`config.mk`:
```
export PLATFORM = sky130hd
export DESIGN_NAME = magic_square_gen
export DESIGN_NICKNAME = d
export VERILOG_FILES = /design/src/rtl/magic_square_gen.sv
export SDC_FILE = /design/constraint.sdc
export NUM_CORES = 1
export LEC_CHECK = 0
export ABC_CLOCK_PERIOD_IN_PS = 2900
export CORE_ASPECT_RATIO = 0.5
export CORE_MARGIN = 3
export CORE_UTILIZATION = 35
export DETAILED_ROUTE_END_ITERATION = 7
export PLACE_DENSITY = 0.74
export SYNTH_ARGS = -nofsm -noshare
export SYNTH_HDL_FRONTEND = slang
export SYNTH_SLANG_ARGS = --single-unit
```
`constraint.sdc`:
```
create_clock -name clock -period 2.9 [get_ports clock]
set_input_delay 0.58 -clock clock [delete_from_list [all_inputs] [get_ports clock]]
set_output_delay 0.58 -clock clock [all_outputs]
set_load 0.005 [all_outputs]
```
`src/rtl/magic_square_gen.sv`:
```
// magic_square_gen: emits the Lo Shu square and its seven rotations and
// reflections as 3x3 BCD digits on a valid/ready handshake. Optional
// error mode overwrites num9 with num1 so each square has a repeated digit.
// Ports:
//   clock, reset            : rising-edge clock, synchronous active-high reset
//   start, err_mode         : begin a run (IDLE only); corruption latched at start
//   ready                   : consumer accepts the presented square
//   valid, num1..num9       : square presented, row-major digits
//   index, last             : variant number, final square of the run
//   done                    : one-cycle pulse after the final transfer
//   magic_constant          : constant BCD 15
module magic_square_gen #(
   parameter int NUM_SQUARES = 8
) (
   input  logic       clock,
   input  logic       reset,
   input  logic       start,
   input  logic       err_mode,
   input  logic       ready,
   output logic       valid,
   output logic [3:0] num1,
   output logic [3:0] num2,
   output logic [3:0] num3,
   output logic [3:0] num4,
   output logic [3:0] num5,
   output logic [3:0] num6,
   output logic [3:0] num7,
   output logic [3:0] num8,
   output logic [3:0] num9,
   output logic [2:0] index,
   output logic       last,
   output logic       done,
   output logic [7:0] magic_constant
);

   typedef enum logic [1:0] {
      IDLE,
      SEND,
      DONE
   } state_t;

   localparam logic [2:0] LAST_IDX = 3'(NUM_SQUARES - 1);

   // Base square, num1 in the low nibble: 2 7 6 / 9 5 1 / 4 3 8
   localparam logic [35:0] BASE = {
      4'd8, 4'd3, 4'd4,
      4'd1, 4'd5, 4'd9,
      4'd6, 4'd7, 4'd2
   };

   state_t      state_q, state_d;
   logic [2:0]  index_q, index_d;
   logic        err_q, err_d;
   logic        valid_q, valid_d;
   logic        last_q, last_d;
   logic        done_q, done_d;
   logic [35:0] sq_q, sq_d;

   // One clockwise quarter-turn: new[r][c] = old[2-c][r]
   function automatic logic [35:0] rot_cw(input logic [35:0] s);
      logic [35:0] o;
      o = '0;
      for (int r = 0; r < 3; r++) begin
         for (int c = 0; c < 3; c++) begin
            o[4*(3*r+c) +: 4] = s[4*(3*(2-c)+r) +: 4];
         end
      end
      return o;
   endfunction

   // Horizontal mirror: new[r][c] = old[r][2-c]
   function automatic logic [35:0] mirror(input logic [35:0] s);
      logic [35:0] o;
      o = '0;
      for (int r = 0; r < 3; r++) begin
         for (int c = 0; c < 3; c++) begin
            o[4*(3*r+c) +: 4] = s[4*(3*r+2-c) +: 4];
         end
      end
      return o;
   endfunction

   function automatic logic [35:0] variant(
      input logic [2:0] k,
      input logic       corrupt
   );
      logic [35:0] s;
      s = BASE;
      for (int i = 0; i < 3; i++) begin
         if (2'(i) < k[1:0]) begin
            s = rot_cw(s);
         end
      end
      if (k[2]) begin
         s = mirror(s);
      end
      // Duplicate num1 into num9 so the square is no longer unique
      if (corrupt) begin
         s[35:32] = s[3:0];
      end
      return s;
   endfunction

   always_comb begin
      state_d = state_q;
      index_d = index_q;
      err_d   = err_q;
      unique case (state_q)
         IDLE: begin
            if (start) begin
               index_d = 3'd0;
               err_d   = err_mode;
               state_d = SEND;
            end
         end
         SEND: begin
            if (ready) begin
               if (index_q == LAST_IDX) begin
                  index_d = 3'd0;
                  state_d = DONE;
               end else begin
                  index_d = index_q + 3'd1;
               end
            end
         end
         DONE: begin
            state_d = IDLE;
         end
         default: begin
            state_d = IDLE;
            index_d = 3'd0;
         end
      endcase
      // Outputs are computed from next state so they leave flops directly
      valid_d = (state_d == SEND);
      done_d  = (state_d == DONE);
      last_d  = valid_d && (index_d == LAST_IDX);
      sq_d    = valid_d ? variant(index_d, err_d) : '0;
   end

   always_ff @(posedge clock) begin
      if (reset) begin
         state_q <= IDLE;
         index_q <= 3'd0;
         err_q   <= 1'b0;
         valid_q <= 1'b0;
         last_q  <= 1'b0;
         done_q  <= 1'b0;
         sq_q    <= '0;
      end else begin
         state_q <= state_d;
         index_q <= index_d;
         err_q   <= err_d;
         valid_q <= valid_d;
         last_q  <= last_d;
         done_q  <= done_d;
         sq_q    <= sq_d;
      end
   end

   assign valid = valid_q;
   assign index = index_q;
   assign last  = last_q;
   assign done  = done_q;
   assign num1  = sq_q[3:0];
   assign num2  = sq_q[7:4];
   assign num3  = sq_q[11:8];
   assign num4  = sq_q[15:12];
   assign num5  = sq_q[19:16];
   assign num6  = sq_q[23:20];
   assign num7  = sq_q[27:24];
   assign num8  = sq_q[31:28];
   assign num9  = sq_q[35:32];
   assign magic_constant = 8'h15;

endmodule

```
== Yosys cells after proc, flatten, opt, wreduce, memory -nomap -nowiden ==
Index checks and enable logic that the tools add are counted.

* Word-level logic and storage cells: 36
* Input port bits: 5
* ROM bits: 0
* Bits in latches: 0
* Flip-flop bits (word level): 45
* RAM bits: 0
* Output and inout port bits: 50
* Memories: 0

* Multiply operators: 0
* Reduce and logical (&&, ||, !) cells: 3
* Bitwise logic cells: 1
* Mux-type cells: 15
* Add/sub/neg operators: 1
* Magnitude comparators: 3
* Shift operators: 0
* Equal/unequal tests: 6
* Div/mod/pow operators: 0

{| class="wikitable"
|+ Operators by type and width
! operator !! count
|-
| $mux W36 || 4
|-
| $mux W3 || 3
|-
| $pmux W3 S3 || 1
|-
| $eq A3 B3 Y1 const B || 2
|-
| $mux W2 || 3
|-
| $eq A2 B1 Y1 const B || 2
|-
| $eq A2 B2 Y1 const B || 2
|-
| $lt A1 B2 Y1 const A || 2
|-
| $mux W4 || 1
|-
| $pmux W2 S2 || 1
|-
| $add A3 B1 Y3 const B || 1
|-
| $logic_not A2 Y1 || 1
|-
| $lt A2 B2 Y1 const A || 1
|-
| $mux W1 || 2
|-
| $reduce_or A2 Y1 || 1
|-
| $logic_and A1 B1 Y1 || 1
|-
| $not A1 Y1 || 1
|}

== Longest topological paths before layout ==
Gate-level depths: netlist of run 1.

* Word-level depth: 10
* Depth in mapped cells: 10

== Worst setup path after synthesis of run 1 ==
OpenSTA, ideal clock, no wires.

* Kind: reg-to-reg
* From: reg index_q[0] (netlist: index[0])
* To: reg sq_q[33]
* Setup time: 128 ps
* Stages on the path, launching flop included: 11
* Arrival time: 2,012 ps
* Required time: 2,772 ps
* Slack: 760 ps
* Cells stage by stage: dfxtp_1 -> ha_1 -> ha_1 -> nor3b_1 -> a21oi_1 -> o2bb2ai_4 -> inv_1 -> ha_1 -> mux2i_1 -> xnor2_1 -> nor2_1

* Word-level cells in the longest chain between the ends: 10

{| class="wikitable"
|+ Ends and longest elaborated chain
! what !! line !! source
|-
| start, declared || 52 || <nowiki>logic [2:0] index_q, index_d;</nowiki>
|-
| start signal, assigned || 152 || <nowiki>index_q <= index_d;</nowiki>
|-
| $add A3 B1 Y3 or $eq A3 B3 Y1 (tied branches) || 122, 118 ||
|-
| $mux W3 || 118 || <nowiki>if (index_q == LAST_IDX) begin</nowiki>
|-
| $mux W3 || 117 || <nowiki>if (ready) begin</nowiki>
|-
| $pmux W3 S3 || 108 || <nowiki>unique case (state_q)</nowiki>
|-
| $lt A1 B2 Y1 || 90 || <nowiki>if (2'(i) < k[1:0]) begin</nowiki>
|-
| $mux W36 (3 in a row) || 90 ||
|-
| $mux W36 || 94 || <nowiki>if (k[2]) begin</nowiki>
|-
| $mux W4 || 98 || <nowiki>if (corrupt) begin</nowiki>
|-
| end signal, assigned || 157 || <nowiki>sq_q <= sq_d;</nowiki>
|-
| end, declared || 57 || <nowiki>logic [35:0] sq_q, sq_d;</nowiki>
|}

Several ways; a longest one is shown, not always the timed one.
A chain may end at the register's enable or synchronous reset.

== Final worst setup path of run 1 ==
* From: in ready
* To: reg sq_q[33]

* Word-level cells in the longest chain between the ends: 8

{| class="wikitable"
|+ Ends and longest elaborated chain
! what !! line !! source
|-
| start, declared || 19 || <nowiki>input logic ready,</nowiki>
|-
| $mux W3 || 117 ||
|-
| $pmux W3 S3 || 108 ||
|-
| $lt A1 B2 Y1 || 90 ||
|-
| $mux W36 (3 in a row) || 90 ||
|-
| $mux W36 || 94 ||
|-
| $mux W4 || 98 ||
|}

Several ways; a longest one is shown, not always the timed one.

==> results of run 1 <==
-- cell usage in the layout, fill, tap and decap left out, drive strengths merged, types with 3 or more instances in the layout --
master         count
a21oi              6
conb              14
dfxtp             30
and2               5
inv                9
nor3               3
clkbuf             7
nand2              8
mux2i              4
nor2              17
clkdlybuf4s50     40
nand3              4
ha                 4
-- report_power, final --
part           switching [mW]  leakage, nW  internal [mW]
registers              0.0101        0.245          0.430
logic                  0.0507        0.400         0.0648
clock network           0.141       0.0482          0.191
total                   0.202        0.693          0.686
-- metal layers --
metal  up-vias  track usage
li1        463            -
met5         -            0
met3         4       0.0381
met2        40        0.194
met1       431        0.126
met4         0       0.0511
-- cell type report --
class                      count  area (um^2)  share of cell area
clock buffer                   7         86.3              0.0502
clock inverter                 1         5.00             0.00291
inverter                       9         36.3              0.0211
multi-input combinational     80          512               0.298
sequential                    30          601               0.349
tap                           51         63.8              0.0371
timing repair buffer          42          415               0.242
-- worst max path at each step --
stage / cells after the start / end / slack [ns]
floorplan: 10 / sq_q[33]$_SDFF_PP0_ / 0.76
global placement: 7 / sq_q[35]$_SDFF_PP0_ / 0.41
detailed placement: 9 / sq_q[33]$_SDFF_PP0_ / 0.30
CTS: 9 / sq_q[33]$_SDFF_PP0_ / 0.55
global route: 9 / sq_q[33]$_SDFF_PP0_ / 0.44
finish: 9 / sq_q[33]$_SDFF_PP0_ / 0.54
-- tightest hold or removal path, cell delays in order (launching register included) --
cell	delay, ns
sky130_fd_sc_hd__dfxtp_1	0.32
sky130_fd_sc_hd__mux2i_2	0.12
sky130_fd_sc_hd__nor2_1	0.11
-- cells by family after synthesis --
logic type | Yosys count | share of synthesized area
fa+ha+maj | 4 | 0.0378
xor+xnor | 2 | 0.0132
other cells | 2 | 0.00567
buf+inv | 37 | 0.195
mux | 4 | 0.0330
flops | 30 | 0.453
simple gates | 42 | 0.161
compound gates | 14 | 0.102
-- per-stage QoR --
step / area [um^2] / worst slack (ns) / hold WS [ns]
finish: 1720 / 0.543 / 0.582
global route: 1720 / 0.441 / 0.645
CTS: 1720 / 0.546 / 0.576
detailed placement: 1630 / 0.296 / 0.561
global placement: 1630 / 0.414 / 0.542
floorplan: 1370 / 0.760 / 0.518
-- sequential cells by signal, indices dropped and copies added, names as in the netlist --
name and count:
index 3, done 1, last 1, sq_q 21, err_q 1, valid 1, state_q 2
==> results.md, run 1 <==
Worst setup path:
- For the worst setup path, the data required time is 3.07 ns.
- The critical path capture point type is a flop.
- The signal on the critical path passes through clkdlybuf4s50_1, nor3b_1, a21oi_1, o2bb2ai_4, inv_1, ha_1, mux2i_1, xnor2_1, nor2_1.
- In this run the worst path has a maximum fanout of 6.
- The kind of cell with the highest combined delay on the critical path is buffers and inverters.
- Data arrives at the worst endpoint at 2.53 ns.
- The type of element launching the critical path is a primary input.
- The launching element of the worst setup path is ready.
- The number of cell instances on the worst register-to-register path is 10.
- The type of the worst setup path is primary input to flop.
- The largest individual stage delay along the critical path comes from the cell sky130_fd_sc_hd__clkdlybuf4s50_1.
- The worst register-to-register path begins at index[0]$_SDFF_PP0_.
- The delay of the slowest cell on the worst path is 0.59 ns.
- The setup slack of the worst register-to-register path is 0.66 ns.
- The critical path contains buffers and inverters numbering 2 combined.
- The worst register-to-register path ends at sq_q[33]$_SDFF_PP0_.

Timing:
- The final setup TNS is 0 ns.
- The largest clock skew in the final design is 0.00473 ns.
- Setup repair after global routing left no endpoint under its margin.
- The final-report hold violation count is 0.
- For the pin with the worst max-slew slack, the measured transition is 0.614 ns.
- Dividing the final minimum period by the clock period gives 0.813.
- Subtracting the final worst setup slack from the clock period gives 2.36 ns.
- In this run the tightest slew margin relative to its limit is 0.591.
- The max-slew violation count is 0.
- Derived from the worst setup path, the maximum achievable clock frequency is 424 MHz.
- The setup-violating endpoint count in the final report is 0.

Clock tree:
- The number of buffers between clock root and the deepest sink is 2.
- The number of instances resized during post-cts repair is 0.
- The total number of H-tree levels is 2.
- For the worst-skew pair, the clock arrives at the later sink with an insertion delay of 0.28 ns.
- The clock sink count is 30.
- TritonCTS built the clock tree.
- Buffers inserted to repair hold after CTS numbered 0.
- Post-CTS timing repair inserted 0 buffers for setup.
- The cell chosen for the clock root is sky130_fd_sc_hd__clkbuf_8.
- The number of buffers inserted during clock tree synthesis is 5.
- The register clock-pin slew on the reported worst setup and hold paths is 0.06 ns.

Yosys:
- Of the post-synthesis cell area, the dominant cell type holds 0.453.
- By area the synthesized netlist is led by sky130_fd_sc_hd__dfxtp_1 45%, sky130_fd_sc_hd__buf_4 13%, sky130_fd_sc_hd__nor2_1 4.5%.
- The share of flip-flops with an asynchronous set or reset is 0.
- The share of the yosys chip area belonging to registers is 0.453.
- The synthesized netlist occupies a cell area of 1330 um^2.
- The cell type with the highest aggregate area in the netlist is sky130_fd_sc_hd__dfxtp_1.
- The most frequent cell after synthesis is sky130_fd_sc_hd__dfxtp_1.
- The number of distinct standard cells referenced by the synthesized netlist is 33.
- A synthesized cell averages 9.81 um^2.
- Among all flip-flop cells after synthesis, the most frequent one is sky130_fd_sc_hd__dfxtp_1.
- The count of flip-flops with a built-in enable after synthesis is 0.
- Counting instances in the post-synthesis netlist gives the leading cell types as 30 x sky130_fd_sc_hd__dfxtp_1, 23 x sky130_fd_sc_hd__buf_4, 16 x sky130_fd_sc_hd__nor2_1.
- The number of synthesized register bits is 30.
- The number of synthesis warnings is 0.
- The number of cells produced by synthesis is 135.

Floorplanning:
- The die covers 4600 um^2.
- For this design the top-level I/O count stands at 55.
- In this run the horizontal extent of the chip is 93.0 um.
- The initial utilization of the core area, before any placement, comes to 0.376.
- The area of the core is 3530 um^2.
- The floorplan has 15 rows.
- The floorplan step set the die height to 49.5 um.

Route:
- The wire length on met3 is 220 um.
- The detail route stage leaves a number of antenna-violating nets equal to 0.
- The detailed-route vias per instance is 4.26.
- The starting DRC count in detailed routing is 41.
- Wires add up to 2.51 mm.
- The first TritonRoute pass finished after 4 iterations.
- The per-cell routed wire length is 11.4 um.
- The top layer reached by signal wires is met4.
- Wire segments on met2 add up to 1.20 mm in the final route.
- The length of routed wiring on met1 is 1.06 mm.
- Across all layers, the routed design uses 938 vias.
- After detailed routing, the number of remaining DRC violations is 0.

Placement:
- The weighted congestion reported at the end of routability-driven placement is 0.806.
- The count of port buffers added during placement is 40.
- The number of placed instances, taps included is 212.
- Once detailed placement completed, the half-perimeter wirelength came to 1.85 mm.

GRT:
- The first global-routing pass estimated 3.97 mm of wire.
- Across every metal layer, demand over resource in global routing totals 0.112.
- The number of antenna violations at the first check in global routing is 0.
- Entering global routing, the biggest net connects 13 pins.
- The via count of the first global-routing pass is 846.
- For this run the aggregate overflow at the end of global routing stands at 0.

Finish:
- The synthesis-to-finish area growth is 29.7%.
- The number of inserted filler cells in the final layout is 339.
- The number of non-filler instances in the completed layout is 220.
- The antenna diode count is 0.
- Of the cells placed in the final design, the portion with a size suffix greater than 1 is 0.130.
- Measured on the finished design, the core utilization comes to 0.487.
- At the end of the flow, the number of nets in the layout was 177.

Power and ir drop:
- The maximum vdd drop is 0.000157 V.
- The post-layout total power is 0.888 mW.
- The total power per unit cell area is 516 nW/um^2.
- For this design the static power due to leakage is 0.693 nW.

Min path:
- The worst hold-check path type is flop to flop.
- Counting instances, the worst hold path has a depth of 2.
- The path with the worst hold slack has its endpoint at err_q$_SDFF_PP0_.
- The startpoint of the most critical hold path is err_q$_SDFF_PP0_.

Run status:
- The run finished with clean final reports.

Run:
- The number of max-cap violations is 0.
(Power assumes the default switching activity.)
==> inputs of run 2 (changes only) <==
Settings changed: ABC_CLOCK_PERIOD_IN_PS 2900 to 2170.
Clock period 2.9 ns to 2.17 ns, I/O delays scaled along.
==> run 2 against run 1 <==
Via count is 8.0% higher; hold slack better by 0.049 ns; sequential power is 33% higher; core utilization is 5.3 points higher; setup slack worse by 0.38 ns; total power is 48% higher; largest power group unchanged; sequential share of layout area is 3.4 points lower; routed wire length is 8.5% higher; non-clock buffer count is 21 higher; highest routed layer unchanged.
==> results.md, run 2 (synthesis gave the netlist of run 1 again) <==
Run status:
- The run finished with clean final reports.

Power and ir drop:
- The sequential power share is 0.445.
- The total power per unit cell area is 692 nW/um^2.
- The worst-case IR drop observed on VDD is 0.000318 V.
- Internal power comes to 1.04 mW.
- Of the total power, combinational logic draws 0.131.
- Of the total power, the share spent switching nets is 0.210.
- Summed over all cells, the static leakage comes to 0.803 nW.
- The net switching power of the design is 0.276 mW.
- Of the total power, the clock network draws 0.424.

Route:
- Wire segments on met3 add up to 197 um in the final route.
- After detailed routing, the total wire length is 2.72 mm.
- The detailed router finished its first iteration with 47 violations.
- Dividing the detail-routed via count by the number of cells gives 4.22.
- After detailed routing, the average wire length per cell comes to 11.3 um.
- The first detailed-routing pass took 4 iterations.
- The wire length on met2 is 1.26 mm.
- The number of vias after detailed routing is 1013.
- In the final routing, the length of wire on met1 measures 1.24 mm.
- The count of antenna-violating nets left after detailed routing is 0.
- The top layer reached by signal wires is met4.
- In the routed design, unresolved DRC markers number 0.

Min path:
- Along the worst hold path, the cell count comes to 2.
- The path class of the tightest hold or removal check is flop to flop.
- The worst hold path begins at state_q[1]$_SDFF_PP0_.
- For hold timing, the worst endpoint is valid$_SDFF_PP0_.

Finish:
- At the end of the flow the core is filled with cells to 0.540.
- At the end of the flow, the number of nets in the layout was 198.
- The most common library cell in the layout ignoring fill and taps is sky130_fd_sc_hd__clkdlybuf4s50_1.
- The register name with the most flops is sq_q.
- The synthesis-to-finish area growth is 43.8%.
- Summing all multi-input logic gate instances after layout gives 519 um^2.
- The antenna diode count is 0.
- In the layout the commonest cells are 40 x sky130_fd_sc_hd__clkdlybuf4s50_1, 30 x sky130_fd_sc_hd__dfxtp_1, 23 x sky130_fd_sc_hd__buf_4, 16 x sky130_fd_sc_hd__nor2_1, 14 x sky130_fd_sc_hd__conb_1.
- The register with the most flip-flops in the layout has 21 of them.
- Across the whole layout, storage elements account for 601 um^2.
- The layout cell share with drive strength beyond 1 is 0.243.
- After filler insertion, the fill cell instance count of the layout stands at 328.

Worst setup path:
- Data on the critical path arrives at its endpoint at 2.19 ns.
- The startpoint identified for the worst register-to-register timing path is index[1]$_SDFF_PP0_.
- STA classifies the critical path endpoint as a flop.
- The type of the worst setup path is flop to flop.
- For the worst setup path, the data required time is 2.35 ns.
- The number of cell instances on the worst register-to-register path is 10.
- The endpoint identified for the worst register-to-register timing path is sq_q[33]$_SDFF_PP0_.
- The worst setup path is launched from a flop.
- The signal on the critical path passes through ha_1, ha_2, nor3b_2, a21oi_1, o2bb2ai_4, inv_2, ha_1, mux2i_1, xnor2_1, nor2_1.
- Among cell families on the critical path, the largest total delay comes from adder cells.
- By instance count, the cell type seen most on the critical path is sky130_fd_sc_hd__ha_1.
- The slowest stage of the critical path belongs to the cell sky130_fd_sc_hd__dfxtp_1.
- The highest net fanout along the worst path is 4.
- The largest single stage delay on the critical path is 0.33 ns.
- Together, buffers and inverters on the worst path number 1.
- The setup slack of the worst register-to-register path is 0.17 ns.
- In this run the number of cells on the critical path is 10.

Clock tree:
- The clock passes through at most 2 buffers.
- TritonCTS built the clock tree.
- The cell chosen for the clock root is sky130_fd_sc_hd__clkbuf_8.
- The number of setup buffers added after CTS is 0.
- The total number of H-tree levels is 2.
- The number of buffers inserted during clock tree synthesis is 5.
- The source-to-sink clock delay at the later pin of the worst-skew pair is 0.29 ns.
- The register clock-pin slew on the reported worst setup and hold paths is 0.06 ns.
- The clock net in this run drives a total of 30 sinks.

GRT:
- The number of antenna violations at the first check in global routing is 0.
- The wire length of the first global-routing pass is 4.26 mm.
- The via count of the first global-routing pass is 922.
- Entering global routing, the biggest net connects 12 pins.
- In the global route stage, overall resource usage came out at 0.125.
- The total overflow left after global routing is 0.

Timing:
- Derived from the worst setup path, the maximum achievable clock frequency is 499 MHz.
- The largest clock skew in the final design is 0.00854 ns.
- The final-report hold violation count is 0.
- The max-slew violation count is 0.
- Dividing the final minimum period by the clock period gives 0.923.
- Setup repair after global routing left no endpoint under its margin.
- Subtracting the final worst setup slack from the clock period gives 2.00 ns.
- Summed over all failing endpoints, the final setup total negative slack is 0 ns.
- Setup violations remaining at the end of the flow were counted as 0.
- The minimum setup slack in the final design is 0.167 ns.

Run:
- Across the run, the number of max-cap violations was 0.

Placement:
- Buffers placed on the I/O ports in this run total 40.
- The HPWL after detailed placement is 2.17 mm.
- At the end of routability-driven placement, the weighted congestion stood at 0.827.
- The pre-CTS worst setup slack is -0.192 ns.

Floorplanning:
- The region available for standard cell placement spans 3530 um^2.
- The effective utilization at floorplan is 0.376.
- The initialized floorplan defines 15 standard-cell rows.
- The area enclosed by the die boundary is 4600 um^2.
- For this design the top-level I/O count stands at 55.
- The die is 93.0 um wide.
- The vertical die dimension is 49.5 um.
[run 2: per-layer routing]
layer / global-route usage / vias to the layer above
met2: 0.198 / 39
met5: 0 / -
met3: 0.0595 / 2
met4: 0.0511 / 0
met1: 0.145 / 468
li1: - / 504
[run 2: how the worst max path moves through the flow]
stage / start / to / slack [ns]
after CTS: index[1]$_SDFF_PP0_ / sq_q[33]$_SDFF_PP0_ / 0.08
after detailed placement: ready / sq_q[33]$_SDFF_PP0_ / -0.19
final: index[1]$_SDFF_PP0_ / sq_q[33]$_SDFF_PP0_ / 0.17
after floorplan: index[0]$_SDFF_PP0_ / sq_q[33]$_SDFF_PP0_ / 0.03
after global routing: ready / sq_q[33]$_SDFF_PP0_ / 0.06
after global placement: ready / sq_q[33]$_SDFF_PP0_ / -0.09
[run 2: cell type report]
| class | count | area share |
|---|---|---|
| multi-input combinational | 80 | 0.272 |
| inverter | 9 | 0.0190 |
| clock buffer | 6 | 0.0433 |
| timing repair buffer | 63 | 0.301 |
| tap | 51 | 0.0335 |
| clock inverter | 1 | 0.0158 |
| sequential | 30 | 0.315 |
[run 2: power by group through the flow]
stage          Clock [mW]  Combinational [mW]  Sequential [mW]
2_1_floorplan           0               0.108            0.599
3_3_place_gp            0               0.169            0.598
3_5_place_dp            0               0.172            0.599
4_1_cts             0.569               0.173            0.587
5_1_grt             0.600               0.187            0.589
6_report            0.559               0.173            0.587
[run 2: worst register-to-register path, delay by kind of cell, from the launching register on]
kind,cells,cell delay (ns)
adder cells (fa/ha/maj),3,0.69
flip-flops,1,0.33
AO/OA/AOI/OAI,2,0.25
AND/OR/NAND/NOR,2,0.23
multiplexers,1,0.20
XOR/XNOR,1,0.14
buffers and inverters,1,0.07
[run 2: timing repair]
action | 4_1_cts | 5_1_grt
gates resized for setup | 0 | 3
endpoints found under the setup margin | 0 | 1
hold buffers | 0 | 0
endpoints found under the hold margin | 0 | 0
[run 2: metrics by stage]
step	hold WS (ns)	area, um^2	cells	power, mW
floorplan	0.506	1370	147	0.708
global placement	0.601	1790	233	0.767
detailed placement	0.623	1790	233	0.771
CTS	0.636	1900	240	1.33
global route	0.666	1910	240	1.38
finish	0.632	1910	240	1.32
